**config.mk**
```make
export PLATFORM = sky130hd
export DESIGN_NAME = pipe_shifter
export DESIGN_NICKNAME = d
export VERILOG_FILES = /design/src/rtl/pipe_shifter.sv
export SDC_FILE = /design/constraint.sdc
export NUM_CORES = 1
export LEC_CHECK = 0
export ABC_CLOCK_PERIOD_IN_PS = 4100
export BUFFER_PORTS_ARGS = -buffer_cell sky130_fd_sc_hd__buf_2
export CORE_MARGIN = 4
export CORE_UTILIZATION = 45
export CTS_CLUSTER_DIAMETER = 30
export DETAILED_ROUTE_END_ITERATION = 7
export PLACE_DENSITY = 0.68
export REMOVE_ABC_BUFFERS = 1
export SKIP_LAST_GASP = 1
export SLEW_MARGIN = 30
export SYNTH_ARGS = -nofsm -noshare
export SYNTH_HDL_FRONTEND = slang
export SYNTH_SLANG_ARGS = --single-unit
```
**constraint.sdc**
```tcl
create_clock -name clk -period 4.1 [get_ports clk]
set_input_delay 0.82 -clock clk [delete_from_list [all_inputs] [get_ports clk]]
set_output_delay 0.82 -clock clk [all_outputs]
set_load 0.01 [all_outputs]
```
**src/rtl/pipe_shifter.sv**
```systemverilog
// pipe_shifter: two-stage valid/ready shift/rotate unit.
// Stage 1 captures the request. A log-depth right-shift network then runs
// between stage 1 and the output stage. Left operations reuse that network
// by bit-reversing the operand before and after it.
module pipe_shifter #(
  parameter  int WIDTH = 16,
  localparam int SHW   = $clog2(WIDTH)
) (
  input  logic             clk,
  input  logic             reset,
  input  logic             in_valid,
  output logic             in_ready,
  input  logic [WIDTH-1:0] in_data,
  input  logic [SHW-1:0]   amount,
  input  logic [2:0]       mode,
  output logic             out_valid,
  input  logic             out_ready,
  output logic [WIDTH-1:0] out_data,
  output logic             out_zero,
  output logic             busy
);

  localparam logic [2:0] MODE_SLL = 3'd0;
  localparam logic [2:0] MODE_SRL = 3'd1;
  localparam logic [2:0] MODE_SRA = 3'd2;
  localparam logic [2:0] MODE_ROL = 3'd3;
  localparam logic [2:0] MODE_ROR = 3'd4;
  localparam logic [2:0] MODE_LUI = 3'd5;

  // Stage 1: captured request
  logic             s1_valid_q, s1_valid_d;
  logic [WIDTH-1:0] s1_data_q,  s1_data_d;
  logic [SHW-1:0]   s1_amt_q,   s1_amt_d;
  logic [2:0]       s1_mode_q,  s1_mode_d;

  // Stage 2: registered result, with its zero flag held alongside
  logic             s2_valid_q, s2_valid_d;
  logic [WIDTH-1:0] s2_data_q,  s2_data_d;
  logic             s2_zero_q,  s2_zero_d;

  logic s2_free;
  logic s1_adv;
  logic accept;

  // The output stage can take a new entry when it is empty or is being
  // drained this cycle. Stage 1 follows the same rule one step upstream.
  assign s2_free  = !s2_valid_q || out_ready;
  assign s1_adv   = s1_valid_q && s2_free;
  assign in_ready = !s1_valid_q || s1_adv;
  assign accept   = in_valid && in_ready;

  // Shift network datapath
  logic                     left_op;
  logic                     rot_op;
  logic                     fill_bit;
  logic [WIDTH-1:0]         rev_in;
  logic [WIDTH-1:0]         rev_out;
  logic [SHW:0][WIDTH-1:0]  lvl;
  logic [WIDTH-1:0]         result;

  // Decode which flavour of right shift the shared network performs
  always_comb begin
    left_op  = (s1_mode_q == MODE_SLL) || (s1_mode_q == MODE_ROL);
    rot_op   = (s1_mode_q == MODE_ROL) || (s1_mode_q == MODE_ROR);
    fill_bit = (s1_mode_q == MODE_SRA) ? s1_data_q[WIDTH-1] : 1'b0;
  end

  // Reverse the operand so that left shifts become right shifts
  for (genvar gi = 0; gi < WIDTH; gi++) begin : g_rev_in
    assign rev_in[gi] = s1_data_q[WIDTH-1-gi];
  end

  assign lvl[0] = left_op ? rev_in : s1_data_q;

  // Each level shifts right by 2**gi. Vacated bits come from the low end
  // when rotating, or from the fill bit when shifting.
  for (genvar gi = 0; gi < SHW; gi++) begin : g_level
    localparam int S = 2 ** gi;
    logic [WIDTH-1:0] shifted;
    assign shifted    = {(rot_op ? lvl[gi][S-1:0] : {S{fill_bit}}), lvl[gi][WIDTH-1:S]};
    assign lvl[gi+1]  = s1_amt_q[gi] ? shifted : lvl[gi];
  end

  // Undo the reversal for left operations
  for (genvar gi = 0; gi < WIDTH; gi++) begin : g_rev_out
    assign rev_out[gi] = lvl[SHW][WIDTH-1-gi];
  end

  // Select the final result for the operation held in stage 1
  always_comb begin
    result = s1_data_q;
    case (s1_mode_q)
      MODE_SLL, MODE_ROL:           result = rev_out;
      MODE_SRL, MODE_SRA, MODE_ROR: result = lvl[SHW];
      MODE_LUI:                     result = {s1_data_q[WIDTH/2-1:0], {(WIDTH/2){1'b0}}};
      default:                      result = s1_data_q;
    endcase
  end

  // Next-state for both pipeline stages
  always_comb begin
    s1_valid_d = s1_valid_q;
    s1_data_d  = s1_data_q;
    s1_amt_d   = s1_amt_q;
    s1_mode_d  = s1_mode_q;
    s2_valid_d = s2_valid_q;
    s2_data_d  = s2_data_q;
    s2_zero_d  = s2_zero_q;

    if (accept) begin
      s1_valid_d = 1'b1;
      s1_data_d  = in_data;
      s1_amt_d   = amount;
      s1_mode_d  = mode;
    end else if (s1_adv) begin
      s1_valid_d = 1'b0;
    end

    if (s1_adv) begin
      s2_valid_d = 1'b1;
      s2_data_d  = result;
      s2_zero_d  = (result == '0);
    end else if (s2_valid_q && out_ready) begin
      s2_valid_d = 1'b0;
    end
  end

  // Pipeline registers; reset empties both stages immediately
  always_ff @(posedge clk or posedge reset) begin
    if (reset) begin
      s1_valid_q <= 1'b0;
      s1_data_q  <= '0;
      s1_amt_q   <= '0;
      s1_mode_q  <= '0;
      s2_valid_q <= 1'b0;
      s2_data_q  <= '0;
      s2_zero_q  <= 1'b1;
    end else begin
      s1_valid_q <= s1_valid_d;
      s1_data_q  <= s1_data_d;
      s1_amt_q   <= s1_amt_d;
      s1_mode_q  <= s1_mode_d;
      s2_valid_q <= s2_valid_d;
      s2_data_q  <= s2_data_d;
      s2_zero_q  <= s2_zero_d;
    end
  end

  assign out_valid = s2_valid_q;
  assign out_data  = s2_data_q;
  assign out_zero  = s2_zero_q;
  assign busy      = s1_valid_q || s2_valid_q;

endmodule

```
# Word level (Yosys, flattened, before mapping)
# Index checks and enable logic that the tools add are counted.
[op_classes]
reduce_logical = 16
eq_ne = 5
muxes = 15
[ops]
columns = ["cell", "n"]
rows = [
  ["$mux W16", 5],
  ["$pmux W16 S3", 1],
  ["$logic_not A16 Y1", 1],
  ["$mux W8", 1],
  ["$eq A3 B2 Y1 const B", 2],
  ["$eq A3 B3 Y1 const B", 2],
  ["$mux W1", 6],
  ["$logic_or A1 B1 Y1", 5],
  ["$mux W4", 1],
  ["$reduce_bool A2 Y1", 2],
  ["$eq A3 B1 Y1 const B", 1],
  ["$logic_and A1 B1 Y1", 3],
  ["$logic_not A3 Y1", 1],
  ["$reduce_or A3 Y1", 1],
  ["$logic_not A1 Y1", 2],
  ["$mux W2", 1],
  ["$reduce_or A2 Y1", 1],
]
[totals]
elab_cells = 43
reg_bits = 42
output_inout_bits = 20

# Logic depth before layout (Yosys ltp)
# Gate-level depths: netlist of the first run.
[logic_depth]
ltp_word = 13
mapped_depth = 13

# Worst setup path after synthesis of the first run
# No wires, ideal clock.
[synth_timing]
path_kind = "register to register"
from = "register s1_mode_q[1]"
to = "register s2_zero_q (netlist: out_zero)"
arrival_time_ns = 2.905
period_less_slack_ns = 2.991
t_required_ns = 4.014
n_path_buf = 2
stages_incl_launch_ff = 13
path_slack_ns = 1.109
cell_sequence = "dfrtp_1 buf_6 or3_1 buf_6 a32oi_1 mux4_2 a221oi_2 a211oi_4 nor2_1 nor4b_2 nand4_1 or4_1 o31ai_2"
[synth_between]
elab_chain_len = 10
word_cells_on_any_way = 22
[synth_lines]
columns = ["item", "line_no", "source"]
rows = [
  ["from (decl)", "34", "logic [2:0] s1_mode_q, s1_mode_d;"],
  ["from (signal assigned)", "142", "s1_mode_q <= s1_mode_d;"],
  ["$eq A3 B2 Y1 / $logic_not A3 Y1 (equally long branches)", "63, 64, 92", ""],
  ["$logic_or A1 B1 Y1", "63", "left_op = (s1_mode_q == MODE_SLL) || (s1_mode_q == MODE_ROL);"],
  ["$mux W16", "73", "assign lvl[0] = left_op ? rev_in : s1_data_q;"],
  ["$mux W1 / $mux W16 (equally long branches)", "80, 81", ""],
  ["$mux W16 / $mux W2 (equally long branches)", "81, 80", ""],
  ["$mux W16 / $mux W4 (equally long branches)", "81, 80", ""],
  ["$mux W16 / $mux W8 (equally long branches)", "81, 80", ""],
  ["$mux W16", "81", "assign lvl[gi+1] = s1_amt_q[gi] ? shifted : lvl[gi];"],
  ["$pmux W16 S3 (*)", "92", "case (s1_mode_q)"],
  ["$logic_not A16 Y1 (*)", "122", "s2_zero_d = (result == '0);"],
  ["to (signal assigned)", "145", "s2_zero_q <= s2_zero_d;"],
  ["to (decl)", "39", "logic s2_zero_q, s2_zero_d;"],
]
# Mark *: on every way between the ends. The rest lies on a longest branch, timed or not.
# A chain may end at the register's enable or synchronous reset.

# Worst setup path in the final report of the first run
[layout_timing]
from = "register s1_mode_q[2]"
to = "register s2_zero_q (netlist: out_zero)"
# The elaborated chain is that of the path after synthesis.

==> out/metrics.csv, run 1 <==
metric;value;unit
ant_nets;0;
hold_buffers;0;
fmax;261;MHz
outcome;completed;
required;4.33;ns
arrival;4.06;ns
fin_tns_setup;0;ns
final_nets;518;
synth-simple-area-share;0.180;
end_kind;flip-flop;
cts-root-buf;clkbuf_8;
dpl.cell_count;589;
path_max_fanout;16;
die_x;101;um
setup_violations;0;
drive_above_1_share;0.258;
crit_path_start;s1_mode_q[2];
p_per_area;505;mW/mm^2
antenna_found_initial;0;
hold_path.class;flip-flop to flip-flop;
core;0.00834;mm^2
seq_area_frac_synth;0.269;
crit_family;compound AO/OA/AOI/OAI gates;
synth_largest_area_cell;dfrtp_1;
max-cap-violations;0;
grt_pass1_wl;20800;um
synth.top_cell.area_share;0.263;
grt_max_degree;43;
synth_area_leaders;dfrtp_1 26%, mux2_2 8.6%, o21ai_0 5.3%;
synthMuxAreaShare;0.174;
critPathKind;flip-flop to flip-flop;
clock_latency;0.30;ns
yosys.area_share.adder;0;
start_kind;flip-flop;
syn_area_per_cell;8.46;um^2
path_clk_slew;0.09;ns
synth_top_family_by_area;compound AO/OA/AOI/OAI gates;
min_from;out_data[13];
final_cell_mix;46 x buf_2, 41 x nand2_1, 41 x o21ai_0, 41 x dfrtp_1, 30 x mux2_2;
drt_first_iter_violations;621;
clock_sinks;42;
die_area;0.0102;mm^2
syn_to_final_growth;10.3;%
slew_headroom;0.392;
cp_slowest_stage_delay;0.59;ns
vias;4112;
async_reset_ff_frac;1.00;
ys_seq_elements;42;
fillCellCount;808;
cts.repair.resized;0;
synth-compound-area-share;0.303;
layout.cells.most_common;buf_2;
cts_tree;yes;
overflow;0;
synthesis.area;0.00391;mm^2
multi_input_area;0.00261;mm^2
floorplan.initialDensity;0.468;
rrSetupSlack;0.27;ns
hold_ws;0.483;ns
crit_buf_inv;2;
cts_buffer_depth;2;
regArea;0.00105;mm^2
cts_made_buffers;5;
num_antenna_cells;0;
rows;33;
dp_hpwl;9920;um
routedWlPerCell;22.1;um
cts_setup_buffers;0;
reg2reg_from;s1_mode_q[2];
min_period;3.83;ns
hold_viol;0;
maxSlewViolCount;0;
routed_wirelength;13200;um
finalNonFillerCells;597;
die_h;101;um
synth_flop_cell;dfrtp_1;
worstMarginPinSlew;0.910;ns
grtUsageTotal;0.259;
path_cells;buf_4 > or3b_2 > o21ai_0 > nand2_1 > buf_4 > a221oi_1 > o22ai_1 > o211ai_1 > o21ai_0 > nand4_1 > or4_1 > o31ai_2;
rsz0062_at_grt;no;
synth_edf_count;0;
ir_worst_vdd;0.212;mV
grt_pass1_vias;3751;
synth_cell_types;67;
p_leak;1.74;nW
netlist_instances;462;
drc_errors;0;
ios;47;
globalplace.congestion;1.07;
drtPass1Iterations;6;
viasPerCell;6.89;
h-tree-depth;2;
port_buffers;46;
ys_warn_count;0;
synth_xor_area_frac;0.00672;
fin_skew;0.00373;ns
period_share;0.933;
crit_slowest_cell;dfrtp_1;
-- flip-flops by register name (all words and copies together), names as in the netlist --
signal      count
out_data       16
out_valid       1
out_zero        1
s1_amt_q        4
s1_data_q      16
s1_mode_q       3
s1_valid_q      1
-- cell usage after synthesis, types with 8 or more instances --
master / number
dfrtp_1: 41
nand2_1: 41
o21ai_0: 41
mux2_2: 30
nor2_1: 29
a21oi_1: 28
clkbuf_1: 23
mux2i_1: 15
inv_1: 14
nand3_1: 12
nand2b_1: 11
o211ai_1: 11
a221oi_1: 10
a211oi_1: 9
buf_2: 9
mux4_2: 8
nor2b_1: 8
-- power by group --
part	leakage [nW]	switching (W)	internal, W
logic	1.20	0.000768	0.000497
clock network	0.0483	0.000155	0.000120
registers	0.496	0.000126	0.000511
-- worst paths after layout --
path	endpoint	cells past startpoint
max	out_zero	12
min	out_data[13]	2
max reg2reg	out_zero	12
min reg2reg	out_data[13]	2
max in group asynchronous	out_zero	3
min in group asynchronous	out_data[4]	3
-- worst min-delay path: stages, from the launching register on --
cell and delay [ns]:
dfrtp_1 0.35, nand2_1 0.04, o21ai_0 0.06
-- layout make-up --
class / count / share of cell area
multi-input cells: 362 / 0.606
flip-flops and latches: 42 / 0.244
repair buffers: 65 / 0.0865
well taps: 105 / 0.0305
clock buffers: 5 / 0.0160
inverters: 15 / 0.0131
clock inverters: 3 / 0.00435
-- kinds of logic after synthesis --
logic type | count (synthesis)
mux | 54
flops | 42
simple gates | 137
buf+inv | 58
xor+xnor | 3
compound gates | 168
-- through the flow --
step                      setup WS [ns]   util  total power (W)  cell area [um^2]
final                             0.273  0.517          0.00218              4310
after global routing              0.177  0.517          0.00231              4310
after CTS                         0.306  0.516          0.00213              4300
after detailed placement          0.360  0.505          0.00185              4210
after global placement            0.405  0.505          0.00187              4210
after floorplan                  -0.298      -          0.00142              3700
-- layer usage --
metal	vias to the layer above	wire [um]	track usage
li1	1830	-	-
met3	55	1690	0.0709
met2	307	5670	0.378
met4	0	502	0.0818
met5	-	0	0
met1	1920	5330	0.372
Power figures use the tool's default switching activity.
==> run 2, diff against run 1 <==
--- a/config.mk
+++ b/config.mk
@@ -11,7 +11,7 @@
 export CORE_UTILIZATION = 45
 export CTS_CLUSTER_DIAMETER = 30
 export DETAILED_ROUTE_END_ITERATION = 7
-export PLACE_DENSITY = 0.68
+export PLACE_DENSITY = 0.61
 export REMOVE_ABC_BUFFERS = 1
 export SKIP_LAST_GASP = 1
 export SLEW_MARGIN = 30
==> out/metrics.csv, run 2 (synthesis results as in run 1) <==
metric;value;unit;change
core;0.00834;mm^2;unchanged
clock_latency;0.30;ns;about the same
dp_hpwl;9890;um;was 9920 um
period_share;0.926;;was 0.933
min_period;3.80;ns;was 3.83 ns
drive_above_1_share;0.262;;was 0.258
worstMarginPinSlew;0.822;ns;was 0.910 ns
vias;4050;;was 4112
dp_slack;0.355;ns;was 0.360 ns
die_x;101;um;unchanged
drc_errors;0;;unchanged
rsz0062_at_grt;no;;unchanged
globalplace.congestion;1.00;;was 1.07
grtUsageTotal;0.260;;was 0.259
hold_path.class;flip-flop to flip-flop;;unchanged
ant_nets;0;;unchanged
p_per_area;504;mW/mm^2;was 505 mW/mm^2
maxSlewViolCount;0;;unchanged
setup_violations;0;;unchanged
max-cap-violations;0;;unchanged
path_max_fanout;13;;was 16
finalPower;0.00218;W;about the same
port_buffers;46;;unchanged
start_kind;flip-flop;;unchanged
ios;47;;unchanged
routed_wirelength;13300;um;was 13200 um
post_dp_cell_area;0.00423;mm^2;was 0.00421 mm^2
rows;33;;unchanged
clock_sinks;42;;unchanged
cts_tree;yes;;unchanged
antenna_found_initial;0;;unchanged
num_antenna_cells;0;;unchanged
critPathKind;flip-flop to flip-flop;;unchanged
outcome;completed;;unchanged
floorplan.initialDensity;0.468;;unchanged
r2r_cells;10;;was 12
h-tree-depth;2;;unchanged
drt_first_iter_violations;527;;was 621
fin_tns_setup;0;ns;unchanged
grt_max_degree;43;;unchanged
viasPerCell;6.77;;was 6.89
grt_pass1_vias;3711;;was 3751
ir_worst_vdd;0.224;mV;was 0.212 mV
fmax;263;MHz;was 261 MHz
whs_path_depth;2;;unchanged
slew_headroom;0.449;;was 0.392
fin_skew;0.00649;ns;was 0.00373 ns
layout.cells.most_common;buf_2;;unchanged
final_nets;519;;was 518
drtPass1Iterations;7;;was 6
cts-root-buf;clkbuf_8;;unchanged
cts_buffer_depth;2;;unchanged
design_area;0.00433;mm^2;was 0.00431 mm^2
die_h;101;um;unchanged
die_area;0.0102;mm^2;unchanged
final_cell_mix;46 x buf_2, 41 x o21ai_0, 41 x dfrtp_1;;was 46 x buf_2, 41 x nand2_1, 41 x o21ai_0, 41 x dfrtp_1, 30 x mux2_2
fin_ws;0.303;ns;was 0.273 ns
hold_viol;0;;unchanged
grt_pass1_wl;20900;um;was 20800 um
arrival;4.02;ns;was 4.06 ns
end_kind;flip-flop;;unchanged
finalCoreUtilization;0.520;;was 0.517
path_clk_slew;0.09;ns;about the same
required;4.32;ns;was 4.33 ns
fillCellCount;798;;was 808
overflow;0;;unchanged
syn_to_final_growth;10.9;%;was 10.3%
cts_made_buffers;5;;unchanged
p_leak;1.75;nW;was 1.74 nW
routedWlPerCell;22.2;um;was 22.1 um
cts_setup_buffers;0;;unchanged
[run 2: cell types whose count changed in the layout (fill, tap and decap cells not counted)]
cell	delta
buf_12	+1
nand2_2	+1
nand2_1	-1
[run 2: what timing repair did]
item | 4_1_cts | 5_1_grt
hold buffers | 0 | 0
resized for setup | 0 | 1
endpoints found under the setup margin | 0 | 1
endpoints found under the hold margin | 0 | 0
[run 2: final timing paths]
path	startpoint	to	slack, ns
max in group asynchronous	reset	out_zero	3.09
worst max-delay path	s1_mode_q[1]	out_zero	0.30
worst min-delay path	out_data[11]	out_data[11]	0.49
worst max register to register	s1_mode_q[1]	out_zero	0.30
min in group asynchronous	reset	out_valid	0.64
worst min register to register	out_data[11]	out_data[11]	0.49
[run 2: report_power, final]
part / switching [W] / internal [W]
clock network: 0.000160 / 0.000120
registers: 0.000121 / 0.000511
logic: 0.000767 / 0.000503
[run 2: layout make-up]
type                    count  area (um^2)  share of cell area
repair buffers             66          393              0.0906
clock inverters             3         18.8             0.00433
multi-input cells         362         2610               0.603
flip-flops and latches     42         1050               0.243
inverters                  15         56.3              0.0130
clock buffers               5         68.8              0.0159
well taps                 105          131              0.0303
[run 2: routing by layer]
| layer | share of wire | GRT usage |
|---|---|---|
| met3 | 0.11 | 0.0634 |
| met4 | 0.028 | 0.0798 |
| met1 | 0.44 | 0.391 |
| met5 | 0 | 0 |
| met2 | 0.42 | 0.366 |
[run 2: per-stage QoR]
stage | hold slack [ns] | instances
2_1_floorplan | 0.488 | 419
3_3_place_gp | 0.460 | 590
3_5_place_dp | 0.470 | 590
4_1_cts | 0.491 | 598
5_1_grt | 0.510 | 598
6_report | 0.488 | 598
[run 2: critical path, stage by stage, from the launching register on]
cell	delay, ns
dfrtp_1	0.72
nand3b_1	0.49
a32oi_2	0.40
mux2_1	0.24
a211oi_2	0.12
a211oi_4	0.35
nor2_1	0.09
nor4b_2	0.42
nand4_1	0.14
or4_1	0.55
o31ai_2	0.18
